$ cat src/rtl/id_ex_pipe_reg.sv
// ID->EX pipeline register: valid/ready handshake, optional skid entry, flush, NOP bubble.
// Latency 1 cycle; SKID=1 gives a registered in_ready, SKID=0 a combinational one.
module id_ex_pipe_reg #(
    parameter int XLEN        = 32,
    parameter int CTRL_W      = 10,
    parameter int SKID        = 1,
    parameter int STALL_CNT_W = 16
) (
    input  logic                   clk,
    input  logic                   rst,
    input  logic                   in_valid,
    output logic                   in_ready,
    input  logic [XLEN-1:0]        ir,
    input  logic [XLEN-1:0]        npc,
    input  logic [XLEN-1:0]        rs,
    input  logic [XLEN-1:0]        rt,
    input  logic [XLEN-1:0]        s_ext,
    input  logic [CTRL_W-1:0]      ctrl,
    input  logic                   flush,
    output logic                   out_valid,
    input  logic                   out_ready,
    output logic [XLEN-1:0]        ir_out,
    output logic [XLEN-1:0]        npc_out,
    output logic [XLEN-1:0]        rs_out,
    output logic [XLEN-1:0]        rt_out,
    output logic [XLEN-1:0]        s_ext_out,
    output logic [CTRL_W-1:0]      ctrl_out,
    output logic [1:0]             occ,
    output logic [STALL_CNT_W-1:0] stall_cnt
);

    typedef struct packed {
        logic [XLEN-1:0]   ir;
        logic [XLEN-1:0]   npc;
        logic [XLEN-1:0]   rs;
        logic [XLEN-1:0]   rt;
        logic [XLEN-1:0]   s_ext;
        logic [CTRL_W-1:0] ctrl;
    } bundle_t;

    typedef enum logic [1:0] {EMPTY = 2'd0, ONE = 2'd1, FULL = 2'd2} state_t;

    state_t  state, state_nxt;
    bundle_t m_ent, s_ent, in_b;
    logic    load_m, load_s, m_from_s;
    logic    in_ready_q;
    logic    xfer_in, xfer_out;

    assign in_b      = '{ir: ir, npc: npc, rs: rs, rt: rt, s_ext: s_ext, ctrl: ctrl};
    assign out_valid = (state != EMPTY);
    assign in_ready  = (SKID != 0) ? in_ready_q : (!out_valid || out_ready);
    assign xfer_in   = in_valid && in_ready;
    assign xfer_out  = out_valid && out_ready;

    always_comb begin
        state_nxt = state;
        load_m    = 1'b0;
        load_s    = 1'b0;
        m_from_s  = 1'b0;
        case (state)
            EMPTY: begin
                if (xfer_in) begin
                    load_m    = 1'b1;
                    state_nxt = ONE;
                end
            end
            ONE: begin
                if (xfer_in && xfer_out) begin
                    load_m = 1'b1;
                end else if (xfer_in && (SKID != 0)) begin
                    load_s    = 1'b1;
                    state_nxt = FULL;
                end else if (xfer_out) begin
                    state_nxt = EMPTY;
                end
            end
            FULL: begin
                if (xfer_out) begin
                    m_from_s  = 1'b1;
                    state_nxt = ONE;
                end
            end
            default: state_nxt = EMPTY;
        endcase
        // Redirect kills everything held and anything arriving this cycle.
        if (flush) begin
            state_nxt = EMPTY;
            load_m    = 1'b0;
            load_s    = 1'b0;
            m_from_s  = 1'b0;
        end
    end

    always_ff @(posedge clk) begin
        if (rst) begin
            state      <= EMPTY;
            m_ent      <= '0;
            s_ent      <= '0;
            in_ready_q <= 1'b1;
            stall_cnt  <= '0;
        end else begin
            state      <= state_nxt;
            in_ready_q <= (state_nxt != FULL);
            if (load_m) begin
                m_ent <= in_b;
            end else if (m_from_s) begin
                m_ent <= s_ent;
            end
            if (load_s) begin
                s_ent <= in_b;
            end
            if (in_valid && !in_ready && (stall_cnt != {STALL_CNT_W{1'b1}})) begin
                stall_cnt <= stall_cnt + 1'b1;
            end
        end
    end

    assign occ       = state;
    assign ir_out    = m_ent.ir;
    assign npc_out   = m_ent.npc;
    assign rs_out    = m_ent.rs;
    assign rt_out    = m_ent.rt;
    assign s_ext_out = m_ent.s_ext;
    // Execute sees a NOP whenever the head is invalid.
    assign ctrl_out  = out_valid ? m_ent.ctrl : '0;

endmodule

$ cat config.mk
export PLATFORM = sky130hd
export DESIGN_NAME = id_ex_pipe_reg
export DESIGN_NICKNAME = d
export VERILOG_FILES = /design/src/rtl/id_ex_pipe_reg.sv
export SDC_FILE = /design/constraint.sdc
export NUM_CORES = 1
export LEC_CHECK = 0
export CORE_MARGIN = 1.5
export CORE_UTILIZATION = 50
export DETAILED_ROUTE_END_ITERATION = 10
export PLACE_DENSITY = 0.81
export SYNTH_ARGS = -nofsm -noshare
export SYNTH_HDL_FRONTEND = slang
export SYNTH_SLANG_ARGS = --single-unit
$ cat constraint.sdc
create_clock -name clk -period 2.09 [get_ports clk]
set_input_delay 0.5225 -clock clk [delete_from_list [all_inputs] [get_ports clk]]
set_output_delay 0.5225 -clock clk [all_outputs]
set_load 0.01 [all_outputs]
# == Word-level counts from Yosys, hierarchy flattened ==
# Index checks and enable logic that the tools add are counted.
# totals
out_inout_bits,190
in_bits,175
reg_bits,359
# classes
n_reduce_logical,9
eq_ne,4
mux,20
addsub,1
# ops
cell,n
170-bit 2-to-1 mux,2
"16-bit by 1-bit adder with 16-bit output, second input constant",1
"16-bit inequality test, second input constant",1
2-bit 2-to-1 mux,6
10-bit 2-to-1 mux,1
1-bit 2-to-1 mux,9
2-bit case mux with 3 select lines,1
1-bit logical AND,5
2-bit nonzero test,2
"2-bit by 1-bit equality test with 1-bit output, second input constant",1
"2-bit equality test, second input constant",1
2-bit logical NOT,1
"2-bit inequality test, second input constant",1
1-bit case mux with 2 select lines,1
1-bit logical NOT,1

# == Logic depth before layout (Yosys ltp) ==
# Gate-level depths: netlist of run 1.
# logic_depth
ltp_word,8
mapped_depth,8
ltp_nobuf,5

# == Least setup slack after synthesis of run 1 ==
# Ideal clock, no wire load.
# synth_path
kind,reg-to-reg
from,register stall_cnt[0]
to,register stall_cnt[14]
setup_time_ns,0.121
synth_period_minus_slack_ns,1.947
stages_incl_launch_ff,7
path_slack_ns,0.143
arrival_ns,1.826
path_cell_list,dfxtp_1 > ha_1 > nand4_1 > or3_1 > clkbuf_1 > nor4_1 > mux2_2
# synth_via
elab_chain_cells,2
# synth_lines
item,line_no,source
start: declaration,29,output logic [STALL_CNT_W-1:0] stall_cnt
start signal: assignment,113,stall_cnt <= stall_cnt + 1'b1;
"parallel branches: the longest is 2 deep, another holds 16-bit by 1-bit adder with 16-bit output",--,
# Several ways; the timed one is not identified.
# A chain may end at the register's enable or synchronous reset.

# == Worst setup path after layout of run 1 ==
# layout_path
from,"register state[1], in the netlist occ[1]"
to,output port ctrl_out[1]
# layout_via
elab_chain_cells,2
# layout_lines
item,line_no,source
start: declaration,43,"state_t state, state_nxt;"
start signal: assignment,102,state <= state_nxt;
2-bit nonzero test,50,assign out_valid = (state != EMPTY);
10-bit 2-to-1 mux,125,assign ctrl_out = out_valid ? m_ent.ctrl : '0;
end: declaration,27,"output logic [CTRL_W-1:0] ctrl_out,"
# Every way passes these cells.

==> results of run 1 <==
stage by stage:
| stage | setup WS, ns | cell area, um2 | power (uW) | setup TNS (ns) |
|---|---|---|---|---|
| 2_1_floorplan | 0.143 | 15400 | 8340 | 0 |
| 3_3_place_gp | -0.363 | 18500 | 9040 | -92.05 |
| 3_5_place_dp | -0.374 | 18500 | 9090 | -97.32 |
| 4_1_cts | 0.0114 | 19700 | 15900 | 0 |
| 5_1_grt | 0.000233 | 19800 | 16300 | 0 |
| 6_report | 0.0443 | 19800 | 15700 | 0 |
cell families after synthesis:
group	Yosys count	share of synthesized area, %
AOI/OAI and AO/OA	371	15.0
muxes	173	11.3
and+or+nand+nor	578	15.2
DFF	359	46.6
buffers and inverters	305	11.9
adders and majority gates	1	0.0812
worst register-to-register path: cells and delay by family (launching register included):
kind | cells | cell delay (ns)
AO/OA/AOI/OAI | 1 | 0.08
flip-flops | 1 | 0.34
AND/OR/NAND/NOR | 3 | 1.05
buffers and inverters | 2 | 0.41
Yosys cell counts (all sizes together) (2+ instances only):
cell type and count:
dfxtp 359, nand2 347, buf 226, a21oi 184, nor2 176, a211oi 171
mux2i 171, clkbuf 75, nor2b 14, or4 13, o31ai 10, nand3 6
nand4 5, o21ai 5, or3 5, inv 4, nor4 3, mux2 2
nand2b 2, nand3b 2, nor4b 2
power breakdown:
part	switching [uW]	total (uW)	internal (uW)
registers	153	7260	7110
logic	776	1700	920
clock network	2710	6770	4060
state kept, by name (all words and copies together), names as in the netlist:
| register | flops |
|---|---|
| s_ent | 170 |
| ir_out | 32 |
| npc_out | 32 |
| rs_out | 32 |
| rt_out | 32 |
| s_ext_out | 32 |
| stall_cnt | 16 |
| m_ent | 10 |
| occ | 2 |
| in_ready | 1 |
timing repair:
| action | in CTS | in global routing |
|---|---|---|
| gates resized for setup | 25 | 10 |
| pin swaps | 0 | 1 |
| hold endpoints to repair | 0 | 0 |
| hold buffers | 0 | 0 |
| setup endpoints to repair | 20 | 8 |
| cloned | 0 | 0 |
how the worst max path moves through the flow:
stage                                       to  slack, ns  cells after the start
finish                             ctrl_out[1]       0.04                      4
global route                     stall_cnt[10]     0.0002                      1
detailed placement  stall_cnt[15]$_SDFFE_PP0P_      -0.37                      6
floorplan           stall_cnt[14]$_SDFFE_PP0P_       0.14                      6
global placement    stall_cnt[15]$_SDFFE_PP0P_      -0.36                      6
CTS                              stall_cnt[14]       0.01                      1
cell usage in the layout, fill, tap and decap left out, drive strengths merged, types with 2 or more instances in the layout:
master         instances
o31ai                 10
nor2                 176
nand3b                 2
clkdlybuf4s15          2
clkdlybuf4s50        345
clkbuf                56
mux2                   2
nand4                  5
or3                    5
clkinv                 9
nor4                   3
mux2i                171
nand2b                 2
or4                   13
nor2b                 14
dlygate4sd2           15
buf                   58
nor4b                  2
a21oi                184
dfxtp                359
nand2                347
a211oi               171
nand3                  6
o21ai                  5
inv                    6
layer usage:
layer	track usage, %	routed length (um)
met2	40.6	19400
met5	0	0
met3	5.09	2700
met4	10.5	1690
met1	29.1	16100
layout make-up:
class | instances | area share, %
well taps | 396 | 2.51
flip-flops and latches | 359 | 36.4
clock buffers | 56 | 5.98
clock inverters | 12 | 0.500
inverters | 4 | 0.0760
repair buffers | 421 | 22.0
diodes | 1 | 0.0127
multi-input cells | 1123 | 32.5
==> impl_metrics.xml, run 1 <==
<?xml version="1.0" encoding="UTF-8"?>
<metrics>
  <group name="grt">
    <metric name="grt_total_usage" unit="%">23.9</metric>
    <metric name="grt_start_max_net_pins" unit="">123</metric>
    <metric name="wire_length_of_the_first_global_routing_pass" unit="um">62200</metric>
    <metric name="grt_overflow_total" unit="">0</metric>
    <metric name="grt_antenna_before_repair" unit="">0</metric>
    <metric name="via_count_of_the_first_global_routing_pass" unit="">12400</metric>
  </group>
  <group name="cts">
    <metric name="ctsLongestPathBuffers" unit="">3</metric>
    <metric name="h_tree_depth_reported_by_cts" unit="">2</metric>
    <metric name="tritoncts.num_buffers" unit="">39</metric>
    <metric name="cts.repair_timing.setup_buffer_count" unit="">0</metric>
    <metric name="clkLatencyLatePin" unit="ns">0.51</metric>
    <metric name="cts_root_buffer_type" unit="">clkbuf_16</metric>
    <metric name="clock-sinks" unit="">359</metric>
    <metric name="clk_pin_slew_worst_paths" unit="ns">0.06</metric>
    <metric name="tritoncts" unit="">yes</metric>
  </group>
  <group name="route">
    <metric name="vias_per_cell" unit="">5.44</metric>
    <metric name="detailedRoute.firstIterationViolations" unit="">903</metric>
    <metric name="final_antenna_net_count" unit="">0</metric>
    <metric name="routed_wire_length_per_instance" unit="um">16.8</metric>
    <metric name="route.final.wire_length" unit="um">39900</metric>
    <metric name="dr_total_vias" unit="">12900</metric>
    <metric name="number_of_detailed_route_iterations_in_the_first_pass" unit="">5</metric>
    <metric name="drt_drc_violations_left" unit="">0</metric>
  </group>
  <group name="outcome">
    <metric name="status" unit="">finished clean</metric>
  </group>
  <group name="synth">
    <metric name="yosysSeqAreaShare" unit="%">46.6</metric>
    <metric name="synth_enable_flop_cells" unit="">0</metric>
    <metric name="number_of_standard_cells_after_synthesis" unit="">1787</metric>
    <metric name="synth-main-ff-cell" unit="">dfxtp_1</metric>
    <metric name="synth.avg_cell_area" unit="um2">8.62</metric>
    <metric name="synth_top_cells_by_area" unit="">dfxtp_1, mux2i_1, nand2_1, a211oi_1, buf_4</metric>
    <metric name="yosys_warnings" unit="">0</metric>
    <metric name="mappedNetlistArea" unit="mm2">0.0154</metric>
    <metric name="ys_async_sr_fraction" unit="%">0</metric>
    <metric name="synth.largest_area_cell" unit="">dfxtp_1</metric>
    <metric name="synth_top_area_share" unit="%">46.6</metric>
    <metric name="syn_nets" unit="">1963</metric>
    <metric name="synth.lib_cells_used.distinct" unit="">31</metric>
    <metric name="ys_ff_latch" unit="">359</metric>
  </group>
  <group name="placed_design">
    <metric name="placed_cells" unit="">2303</metric>
    <metric name="gp_routability_congestion" unit="">0.835</metric>
    <metric name="portBuffers" unit="">364</metric>
    <metric name="detailed_place_hpwl" unit="um">26300</metric>
  </group>
  <group name="critical_path">
    <metric name="critical_path.reg2reg.endpoint" unit="">npc_out[17]$_SDFFE_PP0P_</metric>
    <metric name="critPathSlowestCell" unit="">dfxtp_2</metric>
    <metric name="timing.critical_path.from" unit="">occ[1]$_SDFF_PP0_</metric>
    <metric name="worst-path-buf-inv" unit="">2</metric>
    <metric name="worst-r2r-cell-count" unit="">6</metric>
    <metric name="setup.worst_path.start_class" unit="">flip-flop</metric>
    <metric name="worstPathMaxFanout" unit="">6</metric>
    <metric name="critical_path_data_arrival_time" unit="ns">1.52</metric>
    <metric name="path_cells" unit="">nor2_4, buf_6, nor2b_1, dlygate4sd2_1</metric>
    <metric name="critPathMaxStageDelay" unit="ns">0.34</metric>
    <metric name="critPathTopFamily" unit="">buffers and inverters</metric>
    <metric name="crit_required" unit="ns">1.57</metric>
    <metric name="critical_path.endpoint_type" unit="">primary output</metric>
    <metric name="timing.rr.start" unit="">occ[0]$_SDFF_PP0_</metric>
    <metric name="worst-setup-path-type" unit="">reg -&gt; out</metric>
    <metric name="timing.reg2reg.setup_slack" unit="ns">0.05</metric>
  </group>
  <group name="min_path">
    <metric name="timing.hold.worst_path_depth" unit="">2</metric>
    <metric name="hold_path_startpoint" unit="">s_ent[71]$_SDFFE_PP0P_</metric>
    <metric name="min-delay-path-class" unit="">reg -&gt; reg</metric>
    <metric name="min_to" unit="">s_ent[71]$_SDFFE_PP0P_</metric>
  </group>
  <group name="floorplan">
    <metric name="std_cell_rows" unit="">64</metric>
    <metric name="pin_count" unit="">365</metric>
    <metric name="core_region_area" unit="mm2">0.0304</metric>
    <metric name="die_height" unit="um">179</metric>
    <metric name="starting_density_of_the_core" unit="%">50.6</metric>
    <metric name="floorplan.die.width" unit="um">179</metric>
    <metric name="die_area" unit="mm2">0.0319</metric>
  </group>
  <group name="sta">
    <metric name="report.final.hold_viol_count" unit="">0</metric>
    <metric name="slew_headroom" unit="%">63.5</metric>
    <metric name="final-setup-viol-count" unit="">0</metric>
    <metric name="fin_worst_hold_slack" unit="ns">0.452</metric>
    <metric name="timing_worst_slew_pin_value" unit="ns">0.548</metric>
    <metric name="max_freq" unit="MHz">489</metric>
    <metric name="final_max_slew_viol_count" unit="">0</metric>
    <metric name="finalCritPeriodShare" unit="%">97.9</metric>
    <metric name="unrepaired_setup_endpoints_after_global_routing" unit="">false</metric>
    <metric name="finalClockSkew" unit="ns">0.0163</metric>
    <metric name="min_period" unit="ns">2.05</metric>
  </group>
  <group name="final_layout">
    <metric name="seqCellArea" unit="mm2">0.00720</metric>
    <metric name="multiInputGateArea" unit="mm2">0.00643</metric>
    <metric name="fillCellCount" unit="">2458</metric>
    <metric name="flow.area_growth_from_synthesis" unit="%">28.3</metric>
    <metric name="final_core_util" unit="%">65.0</metric>
    <metric name="design.final.nets" unit="">2124</metric>
    <metric name="final_cells" unit="">2372</metric>
    <metric name="drive_gt1_share" unit="%">7.04</metric>
  </group>
  <group name="pwr">
    <metric name="power.density" unit="mW/mm2">796</metric>
    <metric name="leakagePower" unit="uW">0.00661</metric>
    <metric name="peakVddDrop" unit="V">0.000558</metric>
  </group>
  <group name="run">
    <metric name="drv.max_cap_violation_count" unit="">0</metric>
  </group>
</metrics>
(Power assumes the default switching activity.)
==> inputs of run 2 (changes only) <==
--- a/config.mk
+++ b/config.mk
@@ -5,7 +5,7 @@
 export SDC_FILE = /design/constraint.sdc
 export NUM_CORES = 1
 export LEC_CHECK = 0
-export CORE_MARGIN = 1.5
+export CORE_MARGIN = 4
 export CORE_UTILIZATION = 50
 export DETAILED_ROUTE_END_ITERATION = 10
 export PLACE_DENSITY = 0.81
==> run 2 against run 1 <==
Effect of this change:
- via count decreased by 0.16%
- sequential power about the same
- cell count increased by 0.25%
- flip-flop and latch count unchanged
- worst setup slack improved by 0.0067 ns
- clock power increased by 6.9%
- critical endpoint is now ctrl_out[8]
- sequential share of layout area decreased by 0.16 points
- combinational power about the same
- global-route usage decreased by 1.0 points
==> impl_metrics.xml, run 2 (same netlist as run 1, synthesis figures left out) <==
<?xml version="1.0" encoding="UTF-8"?>
<metrics>
  <group name="final_layout">
    <metric name="design.final.nets" unit="">2127</metric>
    <metric name="mostFrequentLayoutCells" unit="">dfxtp_1, nand2_1, clkdlybuf4s50_1</metric>
    <metric name="number_of_flip_flops_in_the_largest_register" unit="">170</metric>
    <metric name="fillCellCount" unit="">2351</metric>
    <metric name="flow.area_growth_from_synthesis" unit="%">28.8</metric>
    <metric name="final_common_cell" unit="">dfxtp_1</metric>
    <metric name="drive_gt1_share" unit="%">6.92</metric>
    <metric name="multiInputGateArea" unit="mm2">0.00643</metric>
    <metric name="seqCellArea" unit="mm2">0.00719</metric>
    <metric name="largest_register" unit="">s_ent</metric>
    <metric name="final_core_util" unit="%">65.0</metric>
  </group>
  <group name="floorplan">
    <metric name="floorplan.die.width" unit="um">184</metric>
    <metric name="die_area" unit="mm2">0.0337</metric>
    <metric name="die_height" unit="um">184</metric>
    <metric name="starting_density_of_the_core" unit="%">50.5</metric>
    <metric name="pin_count" unit="">365</metric>
    <metric name="std_cell_rows" unit="">64</metric>
    <metric name="core_region_area" unit="mm2">0.0305</metric>
  </group>
  <group name="route">
    <metric name="vias_per_cell" unit="">5.42</metric>
    <metric name="detailedRoute.firstIterationViolations" unit="">800</metric>
    <metric name="routed_wire_length_per_instance" unit="um">17.1</metric>
    <metric name="drt_drc_violations_left" unit="">0</metric>
    <metric name="route.final.wire_length" unit="um">40800</metric>
    <metric name="number_of_detailed_route_iterations_in_the_first_pass" unit="">5</metric>
    <metric name="final_antenna_net_count" unit="">0</metric>
    <metric name="dr_total_vias" unit="">12900</metric>
  </group>
  <group name="sta">
    <metric name="fin_worst_hold_slack" unit="ns">0.422</metric>
    <metric name="finalCritPeriodShare" unit="%">97.6</metric>
    <metric name="min_period" unit="ns">2.04</metric>
    <metric name="final_max_slew_viol_count" unit="">0</metric>
    <metric name="slew_headroom" unit="%">65.3</metric>
    <metric name="report.final.hold_viol_count" unit="">0</metric>
    <metric name="max_freq" unit="MHz">490</metric>
    <metric name="timing_worst_slew_pin_value" unit="ns">0.520</metric>
    <metric name="finalClockSkew" unit="ns">0.0177</metric>
    <metric name="final-setup-viol-count" unit="">0</metric>
    <metric name="unrepaired_setup_endpoints_after_global_routing" unit="">false</metric>
  </group>
  <group name="critical_path">
    <metric name="timing.critical_path.from" unit="">occ[0]$_SDFF_PP0_</metric>
    <metric name="crit_required" unit="ns">1.57</metric>
    <metric name="worst-setup-path-type" unit="">reg -&gt; out</metric>
    <metric name="worstPathMaxFanout" unit="">11</metric>
    <metric name="critical_path_data_arrival_time" unit="ns">1.52</metric>
    <metric name="setup.worst_path.start_class" unit="">flip-flop</metric>
    <metric name="worst-r2r-cell-count" unit="">6</metric>
    <metric name="timing.rr.start" unit="">occ[0]$_SDFF_PP0_</metric>
    <metric name="worst_setup_path_endpoint" unit="">ctrl_out[8]</metric>
    <metric name="timing.reg2reg.setup_slack" unit="ns">0.11</metric>
    <metric name="critical_path.reg2reg.endpoint" unit="">s_ext_out[27]$_SDFFE_PP0P_</metric>
    <metric name="critical_path.endpoint_type" unit="">primary output</metric>
  </group>
  <group name="pwr">
    <metric name="peakVddDrop" unit="V">0.000644</metric>
    <metric name="leakagePower" unit="uW">0.00671</metric>
    <metric name="post_layout_power" unit="uW">16200</metric>
    <metric name="power.density" unit="mW/mm2">817</metric>
  </group>
  <group name="run">
    <metric name="drv.max_cap_violation_count" unit="">0</metric>
  </group>
  <group name="cts">
    <metric name="clkLatencyLatePin" unit="ns">0.51</metric>
    <metric name="cts_root_buffer_type" unit="">clkbuf_16</metric>
    <metric name="cts.hold.buffers_added" unit="">0</metric>
    <metric name="clock-sinks" unit="">359</metric>
    <metric name="ctsLongestPathBuffers" unit="">3</metric>
    <metric name="tritoncts.num_buffers" unit="">39</metric>
    <metric name="clk_pin_slew_worst_paths" unit="ns">0.06</metric>
    <metric name="tritoncts" unit="">yes</metric>
    <metric name="h_tree_depth_reported_by_cts" unit="">2</metric>
  </group>
  <group name="grt">
    <metric name="grt_overflow_total" unit="">0</metric>
    <metric name="wire_length_of_the_first_global_routing_pass" unit="um">64700</metric>
    <metric name="grt_start_max_net_pins" unit="">117</metric>
    <metric name="grt_antenna_before_repair" unit="">1</metric>
    <metric name="grt_total_usage" unit="%">22.9</metric>
    <metric name="via_count_of_the_first_global_routing_pass" unit="">12800</metric>
  </group>
  <group name="placed_design">
    <metric name="detailed_place_hpwl" unit="um">27400</metric>
    <metric name="portBuffers" unit="">364</metric>
    <metric name="gp_routability_congestion" unit="">0.856</metric>
  </group>
  <group name="min_path">
    <metric name="min-delay-path-class" unit="">in -&gt; reg</metric>
  </group>
  <group name="outcome">
    <metric name="status" unit="">finished clean</metric>
  </group>
</metrics>
run 2: power by group:
part / total, uW / switching, uW / internal [uW] / leakage [uW]
logic: 1700 / 779 / 922 / 0.00310
clock network: 7240 / 2700 / 4530 / 0.000681
registers: 7260 / 155 / 7110 / 0.00293
run 2: worst min-delay path by stage:
stage                             from  depth (start not counted)                      end  slack [ns]
6_report                           rst                          2   s_ent[36]$_SDFFE_PP0P_        0.42
5_1_grt                            rst                          2   s_ent[21]$_SDFFE_PP0P_        0.43
4_1_cts                            rst                          2   s_ent[22]$_SDFFE_PP0P_        0.42
3_5_place_dp   s_ent[146]$_SDFFE_PP0P_                          2  s_ent[146]$_SDFFE_PP0P_        0.45
3_3_place_gp    s_ent[51]$_SDFFE_PP0P_                          2   s_ent[51]$_SDFFE_PP0P_        0.44
2_1_floorplan    s_ent[0]$_SDFFE_PP0P_                          2    s_ent[0]$_SDFFE_PP0P_        0.44
run 2: per-stage QoR:
step	instance area [um2]	worst slack [ns]	setup TNS (ns)	cells
6_report	19800	0.0510	0	2378
5_1_grt	19800	0.000318	0	2378
4_1_cts	19800	0.00561	0	2377
3_5_place_dp	18400	-0.369	-91.75	2305
3_3_place_gp	18400	-0.278	-82.81	2305
2_1_floorplan	15400	0.143	0	1787
run 2: critical path, stage by stage (launching register included):
cell	delay (ns)
dfxtp_2	0.35
nor2_4	0.05
buf_12	0.13
nor2b_1	0.17
dlygate4sd2_1	0.30
run 2: final cells by class:
type	count	share of cell area (%)
Sequential cell	359	36.3
Multi-Input combinational cell	1123	32.4
Timing Repair Buffer	424	21.8
Clock buffer	59	5.97
Tap cell	396	2.50
Clock inverter	12	0.965
Inverter	4	0.0757
Antenna cell	1	0.0126
run 2: repair_timing:
action	4_1_cts	5_1_grt
endpoints found under the setup margin	22	7
setup buffers	1	0
resized for setup	26	7
run 2: per-layer routing:
layer | up-vias | wire length [um] | track usage, %
li1 | 6271 | - | -
met1 | 6083 | 16900 | 28.4
met2 | 423 | 19700 | 39.5
met3 | 108 | 2400 | 4.10
met4 | 0 | 1690 | 9.30
met5 | - | 0 | 0
